<file path="src/rtl/serial_subtractor5b_pkg.sv">
// Shared definitions for the bit-serial subtractor: FSM encoding and counter sizing.
// Pure declarations; no latency or backpressure of its own.
package serial_subtractor5b_pkg;

  typedef enum logic [1:0] {
    S_IDLE  = 2'd0,
    S_SHIFT = 2'd1,
    S_DONE  = 2'd2
  } state_t;

  function automatic int clog2(input int v);
    int r;
    r = 0;
    while ((1 << r) < v) r++;
    return r;
  endfunction

endpackage

</file>
<file path="src/rtl/serial_subtractor5b_if.sv">
// Request/response bundle of the serial subtractor; the master issues start plus operands.
// start is sampled only while the block is idle; results hold until the next accepted start.
interface serial_subtractor5b_if #(
  parameter int WIDTH = 5
);
  logic             start;
  logic [WIDTH-1:0] a;
  logic [WIDTH-1:0] b;
  logic             b_in;
  logic [WIDTH-1:0] d;
  logic             b_out;
  logic             ovf;
  logic             busy;
  logic             done;

  modport master (
    output start, a, b, b_in,
    input  d, b_out, ovf, busy, done
  );

  modport slave (
    input  start, a, b, b_in,
    output d, b_out, ovf, busy, done
  );
endinterface

</file>
<file path="src/rtl/serial_subtractor5b_full_subtractor.sv">
// One-bit full subtractor: d = x - y - bi, with borrow out. Combinational, no backpressure.
module serial_subtractor5b_full_subtractor (
  input  logic x,
  input  logic y,
  input  logic bi,
  output logic d,
  output logic bo
);
  assign d  = x ^ y ^ bi;
  assign bo = (~x & y) | (~(x ^ y) & bi);
endmodule

</file>
<file path="src/rtl/serial_subtractor5b.sv">
// Bit-serial subtractor d = a - b - b_in, LSB first; done pulses WIDTH+1 cycles after the start cycle.
// start is ignored while busy or in the done cycle; one operation per WIDTH+2 cycles.
module serial_subtractor5b
  import serial_subtractor5b_pkg::*;
#(
  parameter int WIDTH = 5
) (
  input logic                  clk,
  input logic                  rst,
  serial_subtractor5b_if.slave bus
);

  localparam int             CW   = (clog2(WIDTH) < 1) ? 1 : clog2(WIDTH);
  localparam logic [CW-1:0]  LAST = CW'(WIDTH - 1);

  state_t           state;
  logic [WIDTH-1:0] a_sr;
  logic [WIDTH-1:0] b_sr;
  logic [WIDTH-1:0] d_sr;
  logic             br;
  logic [CW-1:0]    cnt;

  logic [WIDTH-1:0] d_r;
  logic             b_out_r;
  logic             ovf_r;
  logic             busy_r;
  logic             done_r;

  logic             fs_d;
  logic             fs_bo;

  serial_subtractor5b_full_subtractor u_fs (
    .x  (a_sr[0]),
    .y  (b_sr[0]),
    .bi (br),
    .d  (fs_d),
    .bo (fs_bo)
  );

  always_ff @(posedge clk or posedge rst) begin
    if (rst) begin
      state   <= S_IDLE;
      a_sr    <= '0;
      b_sr    <= '0;
      d_sr    <= '0;
      br      <= 1'b0;
      cnt     <= '0;
      d_r     <= '0;
      b_out_r <= 1'b0;
      ovf_r   <= 1'b0;
      busy_r  <= 1'b0;
      done_r  <= 1'b0;
    end else begin
      case (state)
        S_IDLE: begin
          done_r <= 1'b0;
          if (bus.start) begin
            a_sr   <= bus.a;
            b_sr   <= bus.b;
            br     <= bus.b_in;
            cnt    <= '0;
            busy_r <= 1'b1;
            state  <= S_SHIFT;
          end
        end
        S_SHIFT: begin
          d_sr <= {fs_d, d_sr[WIDTH-1:1]};
          br   <= fs_bo;
          a_sr <= a_sr >> 1;
          b_sr <= b_sr >> 1;
          cnt  <= cnt + 1'b1;
          // On the last bit a_sr[0]/b_sr[0] are the operand sign bits and fs_d is the result sign.
          if (cnt == LAST) begin
            d_r     <= {fs_d, d_sr[WIDTH-1:1]};
            b_out_r <= fs_bo;
            ovf_r   <= (a_sr[0] != b_sr[0]) && (fs_d != a_sr[0]);
            done_r  <= 1'b1;
            busy_r  <= 1'b0;
            state   <= S_DONE;
          end
        end
        S_DONE: begin
          done_r <= 1'b0;
          state  <= S_IDLE;
        end
        default: begin
          done_r <= 1'b0;
          busy_r <= 1'b0;
          state  <= S_IDLE;
        end
      endcase
    end
  end

  assign bus.d     = d_r;
  assign bus.b_out = b_out_r;
  assign bus.ovf   = ovf_r;
  assign bus.busy  = busy_r;
  assign bus.done  = done_r;

endmodule

</file>
<file path="src/flat_wrapper.sv">
// flat-port wrapper written by rule: the top's interface ports become plain ports
module serial_subtractor5b_flat import serial_subtractor5b_pkg::*;
#(
  parameter int WIDTH = 5
)
  (clk, rst, bus_start, bus_a, bus_b, bus_b_in, bus_d, bus_b_out, bus_ovf, bus_busy, bus_done);
  serial_subtractor5b_if #(.WIDTH(WIDTH)) bus_i ();
  input logic clk;
  input logic rst;
  input wire logic [$bits(bus_i.start)-1:0] bus_start;
  input wire logic [$bits(bus_i.a)-1:0] bus_a;
  input wire logic [$bits(bus_i.b)-1:0] bus_b;
  input wire logic [$bits(bus_i.b_in)-1:0] bus_b_in;
  output wire logic [$bits(bus_i.d)-1:0] bus_d;
  output wire logic [$bits(bus_i.b_out)-1:0] bus_b_out;
  output wire logic [$bits(bus_i.ovf)-1:0] bus_ovf;
  output wire logic [$bits(bus_i.busy)-1:0] bus_busy;
  output wire logic [$bits(bus_i.done)-1:0] bus_done;
  assign bus_i.start = bus_start;
  assign bus_i.a = bus_a;
  assign bus_i.b = bus_b;
  assign bus_i.b_in = bus_b_in;
  assign bus_d = bus_i.d;
  assign bus_b_out = bus_i.b_out;
  assign bus_ovf = bus_i.ovf;
  assign bus_busy = bus_i.busy;
  assign bus_done = bus_i.done;
  serial_subtractor5b #(.WIDTH(WIDTH)) u_core (.clk(clk), .rst(rst), .bus(bus_i));
endmodule
</file>
<file path="config.mk">
export PLATFORM = sky130hd
export DESIGN_NAME = serial_subtractor5b_flat
export DESIGN_NICKNAME = d
export VERILOG_FILES = /design/src/rtl/serial_subtractor5b_pkg.sv /design/src/rtl/serial_subtractor5b_if.sv /design/src/rtl/serial_subtractor5b_full_subtractor.sv /design/src/rtl/serial_subtractor5b.sv /design/src/flat_wrapper.sv
export SDC_FILE = /design/constraint.sdc
export NUM_CORES = 1
export LEC_CHECK = 0
export CORE_MARGIN = 10
export CORE_UTILIZATION = 51
export DETAILED_ROUTE_END_ITERATION = 16
export PLACE_DENSITY = 0.73
export SETUP_SLACK_MARGIN = 0.1
export SLEW_MARGIN = 5
export SYNTH_ARGS = -nofsm -noshare
export SYNTH_HDL_FRONTEND = slang
export SYNTH_SLANG_ARGS = --single-unit
</file>
<file path="constraint.sdc">
create_clock -name clk -period 1.99 [get_ports clk]
set_clock_uncertainty 0.15 [all_clocks]
set_input_delay 0.398 -clock clk [delete_from_list [all_inputs] [get_ports clk]]
set_output_delay 0.398 -clock clk [all_outputs]
set_load 0.01 [all_outputs]
</file>
* Word-level counts from Yosys, hierarchy flattened *
Index checks and enable logic that the tools add are counted.

operators by class
  add/sub/neg operators = 1
  equal/unequal tests = 7
  muxes and demuxes = 16
  bitwise gates (word level) = 8
  reductions and logical operators = 7

operator list
  kind                                                    count
  case mux 5 bit (2 select lines)                         2
  two-way mux 5 bit                                       2
  case mux 3 bit (2 select lines)                         1
  AND reduction 2 bit                                     3
  two-way mux 1 bit                                       5
  two-way mux 2 bit                                       2
  case mux 2 bit (2 select lines)                         1
  adder 3 x 1 -> 3 bit (second input constant)            1
  == test 3 bit (second input constant)                   1
  two-way mux 3 bit                                       1
  inverter 1 bit                                          3
  case mux 1 bit (3 select lines)                         1
  AND reduction 3 bit                                     1
  bitwise AND 1 bit                                       2
  == test 2 x 1 -> 1 bit (second input constant)          1
  == test 2 bit (second input constant)                   1
  zero test 2 bit                                         1
  inequality test 1 bit                                   2
  inequality test 2 x 1 -> 1 bit (second input constant)  1
  inequality test 2 bit (second input constant)           1
  case mux 1 bit (2 select lines)                         1
  nonzero test 2 bit                                      1
  bitwise XOR 1 bit                                       2
  logical AND 1 bit                                       1
  OR 1 bit                                                1

storage, ports and cells
  register bits after elaboration = 30
  word-level logic and storage cells = 50

* Longest topological paths before layout *
  depth after elaboration = 5
  gate-level depth with buffers = 5
  mapped depth without buffers = 5

* By module *
Synthesis repeated with hierarchy kept, for this count alone.

second synthesis, totals
  cells, all modules = 130
  area total of the unflattened synthesis = 1348.8 um2

by module, submodules not included
  module                               instances  cells each  area an instance (um2)  seq. area each (um2)
  serial_subtractor5b                  1          126         1317.5                  725.7
  serial_subtractor5b_full_subtractor  1          4           31.3                    0.0

* Worst setup path after synthesis *
OpenSTA, ideal clock, no wires.

  path kind = reg-to-reg
  start = reg u_core.a_sr[0]
  end = reg u_core.ovf_r, in the netlist u_core.bus.ovf
  setup time = 0.096 ns
  arrival = 1.281 ns
  data required time = 1.744 ns
  setup slack = 0.463 ns
  cell stages (with the launch flop) = 5
  buffers on the path = 0
  period minus slack after synthesis = 1.527 ns
  cell sequence = dfrtp_1 > inv_1 > fa_1 > xor2_1 > o31ai_1

between the ends
  word-level cells in the longest chain between the ends = 4
  elaborated cells between the ends (all ways) = 5
  classes of those cells = eq/ne (2); bitwise (2); reduce/logical (1)

ends and longest elaborated chain
  item                             line                                      text
  start, declared                  serial_subtractor5b.sv:17                 logic [WIDTH-1:0] a_sr;
  start signal, assigned           serial_subtractor5b.sv:58                 a_sr <= bus.a;
  start signal, assigned           serial_subtractor5b.sv:69                 a_sr <= a_sr >> 1;
  bitwise XOR 1 bit (2 in series)  serial_subtractor5b_full_subtractor.sv:9  assign d = x ^ y ^ bi;
  inequality test 1 bit            serial_subtractor5b.sv:76                 ovf_r <= (a_sr[0] != b_sr[0]) && (fs_d != a_sr[0]);
  logical AND 1 bit (*)            serial_subtractor5b.sv:76
  end signal, assigned             serial_subtractor5b.sv:76
  end, declared                    serial_subtractor5b.sv:25                 logic ovf_r;

Every way passes the cells marked *; elsewhere a longest branch is shown, timed or not.
A chain may end at the register's enable or synchronous reset.

* Worst setup path after layout *
  start = reg u_core.d_r[0], in the netlist u_core.bus.d[0]
  end = out bus_d[0]

RTL lines
  item                    line                       text
  start, declared         serial_subtractor5b.sv:23  logic [WIDTH-1:0] d_r;
  start signal, assigned  serial_subtractor5b.sv:74  d_r <= {fs_d, d_sr[WIDTH-1:1]};
  end, declared           flat_wrapper.sv:14         output wire logic [$bits(bus_i.d)-1:0] bus_d;

No word-level cell between the ends.

==> summary.md <==
| Metric | Value |
|---|---|
| Register share of total power | `0.439` |
| Met1 Usage GRT | `0.133` |
| CP max FO | `2` |
| DP HPWL | `1930 um` |
| Top FF cell, synth | `dfrtp_1` |
| Die ar. | `~5100 um^2` |
| Buf/Inv on CP | `1` |
| Relative slew slack | `0.700` |
| Layout net count | `about 160` |
| FF+latch count, synth | `29` |
| Routed WL per cell | `between 15 and 20 um` |
| First-pass GRT wire length | `4860 um` |
| Final WL | `roughly 2700 um` |
| Pre-Repair DR Iteration Count | `4` |
| Sequential share of the synthesized area | `0.536` |
| Distinct cell type count after synthesis | `29` |
| Ant. Diodes | `0` |
| Multiplexer share of the synthesized area | `0.0499` |
| Min Tclk post-route | `~1.8 ns` |
| Vias per cell | `roughly 5.3` |
| Max_cap viols | `0` |
| Syn Std Cell Area | `~1400 um^2` |
| FP Rows | `18` |
| Switching power | `889 uW` |
| Clock Tree Buf Depth | `2` |
| Async SR Flop Fraction | `1.00` |
| Sw Share | `0.370` |
| I/O pin cnt | `23` |
| Gr ovfl total | `0` |
| FF-to-FF End | `u_core.bus.ovf` |
| Avg Cell Area, Syn | `approximately 11 um^2` |
| Register area | `around 730 um^2` |
| Clock transition at the registers of the reported paths | `~0.09 ns` |
| # DRC | `0` |
| Delay-heaviest family, CP | `buffers and inverters` |
| VDD IR max | `around 0.0012 V` |
| CTS tree | `yes` |
| RD Place Congestion | `0.741` |
| CP peak stage delay | `0.55 ns` |
| GR Layer Usage met3 | `0.0565` |
| R2R depth | `4` |
| Fill count | `a little over 200` |
| # clock sinks | `29` |
| Final hold vios | `0` |
| Post-cts sizing count | `0` |
| Final Max Slew Viols | `0` |
| Vias | `~950` |
| Core Box Area | `approximately 2500 um^2` |
| Largest family of logic cells by synthesized area | `compound AO/OA/AOI/OAI gates` |
| Die Width | `about 72 um` |
| Synth-to-Final Area Change | `20.9%` |
| Max frequency | `0.562 GHz` |
| Fin Setup TNS | `0 ns` |
| Slew @ Worst Pin | `0.449 ns` |
| Mapped Nets | `roughly 140` |
| PortBufs | `22` |
| Share of the synthesized area in the top cell type | `0.536` |
| Reg-to-reg critical path startpoint | `u_core.a_sr[0]` |
| Post-synth EDFFs | `0` |
| CP Data Arrival Time | `approximately 1.2 ns` |
| Cell taking the most area after synthesis | `dfrtp_1` |
| Commonest non-fill, non-tap cell in the layout | `dfrtp_1` |
| Ranking of synthesized cells by area | `dfrtp_1 54%, nand2_1 6.1%, a221o_1 5.9%` |
| Total GRT Usage | `0.118` |
| Clock latency on the worst-skew pair | `between 0.3 and 0.4 ns` |
| CP max-delay cell | `clkdlybuf4s50_1` |
| Commonest cells after routing, fill and taps aside | `29 x dfrtp_1, 22 x nand2_1, 22 x clkdlybuf4s50_1` |
| Final Worst Setup Slack | `~0.21 ns` |
| Routed Antenna Nets | `0` |
| H-tree depth reported by CTS | `2` |
| Hold-fix buffers, CTS | `0` |
| Die H | `slightly above 70 um` |
| CP Capture Point | `bus_d[0]` |
| Synth Instances | `between 100 and 150` |
| Post-synthesis adder-cell area fraction | `0.0425` |
| GRT busiest layer | `met2` |
| Static Leak | `0.764 nW` |
| Endpoints failing setup | `0` |
| Pwr Total | `2.40 mW` |
| Worst slack, placed | `roughly 0.24 ns` |
| Crit path launch type | `flip-flop` |
| Vias in the first global route | `approximately 1000` |
| Layout cells sized above 1 | `0.109` |
| Worst EP required | `~1.4 ns` |
| Critical path cell sequence | `clkdlybuf4s50_1` |
| CTS buffer count | `5` |
| Hold Slack | `~0.27 ns` |
| Area occupied by multi-input gates | `566 um^2` |
| Combinational share of power | `0.421` |
| Synth Area in XOR/XNOR | `0.00646` |
| Met2 usage | `0.188` |
| Initial core utilization | `0.542` |
| Tcrit/Tclk final | `0.894` |
| Largest net degree at the start of global routing | `30` |
| YS warnings | `0` |
| Crit path capture type | `output port` |
| RSZ-0062 raised after global routing | `no` |
| Start point of the critical path | `u_core.bus.d[0]` |
| Worst Hold Class | `in -> async` |
| WP depth | `1` |
| Synth Area in Simple Gates | `0.151` |
| Compound-Gate Fraction of Synth Area | `0.167` |
| Initial drt markers | `42` |
| Clock share of power | `0.140` |
| Outcome | `completed` |
| CP Class | `reg -> out` |
| Initial antenna violation count | `0` |
| Cell-internal power | `1.52 mW` |
| Post-CTS Setup Bufs | `0` |
| Power per cell area | `roughly 1500 nW/um^2` |
| Worst R2R Setup Slack | `roughly 0.31 ns` |
| Root buffer cell | `clkbuf_4` |
## sequential cells by signal, indices dropped and copies added (netlist names)
register / cells
u_core.bus.b_out: 1
u_core.a_sr: 5
u_core.b_sr: 5
u_core.br: 1
u_core.state: 2
u_core.bus.busy: 1
u_core.d_sr: 4
u_core.bus.done: 1
u_core.cnt: 3
u_core.bus.d: 5
u_core.bus.ovf: 1
## routing by layer
layer | wire [um] | vias to the layer above
met5 | 0 | -
met4 | 41 | 0
met3 | 191 | 6
met2 | 1280 | 19
met1 | 1200 | 450
li1 | - | 471
## kinds of logic (layout without fill, tap and decap cells)
| group | Yosys count | count (layout) |
|---|---|---|
| adders and majority gates | 4 | 4 |
| and+or+nand+nor | 38 | 38 |
| AOI/OAI and AO/OA | 31 | 31 |
| buffers and inverters | 10 | 38 |
| DFF | 29 | 29 |
| xor gates and xnor gates | 1 | 1 |
| muxes | 6 | 6 |
## area by class of cell
type	instances	area share
inverters	6	0.0138
clock buffers	6	0.0252
repair buffers	24	0.144
well taps	30	0.0229
clock inverters	2	0.00611
multi-input cells	80	0.345
flip-flops and latches	29	0.443
## cell usage after synthesis, types with 3 or more instances
library cell / instances
mux2_1: 3
ha_1: 3
dfrtp_1: 29
nand2_1: 22
nand2b_1: 9
mux2_2: 3
o21ai_1: 11
a22o_1: 4
a221o_1: 8
buf_6: 3
inv_1: 6
## worst min path at each step
stage / start / endpoint / slack, ns
6_report: rst / u_core.bus.d[4] / 0.27
3_3_place_gp: u_core.d_sr[1] / u_core.d_sr[1] / 0.31
5_1_grt: rst / u_core.bus.d[1] / 0.31
2_1_floorplan: u_core.d_sr[1] / u_core.d_sr[1] / 0.29
4_1_cts: rst / u_core.bus.d[2] / 0.28
3_5_place_dp: u_core.d_sr[2] / u_core.d_sr[1] / 0.32
## per-stage QoR
step / instance area, um^2 / instances / util
4_1_cts: 1640 / 177 / 0.655
5_1_grt: 1640 / 177 / 0.655
3_5_place_dp: 1590 / 169 / 0.635
2_1_floorplan: 1360 / 119 / -
3_3_place_gp: 1590 / 169 / 0.635
6_report: 1640 / 177 / 0.655
## power by group through the flow
stage / logic (mW) / clock network (mW) / registers, mW
2_1_floorplan: 0.727 / 0 / 1.03
3_3_place_gp: 0.982 / 0 / 1.05
3_5_place_dp: 1.03 / 0 / 1.07
4_1_cts: 1.03 / 0.349 / 1.06
5_1_grt: 1.15 / 0.378 / 1.10
6_report: 1.01 / 0.336 / 1.06
Note: power is estimated with default switching activity, not from simulation.
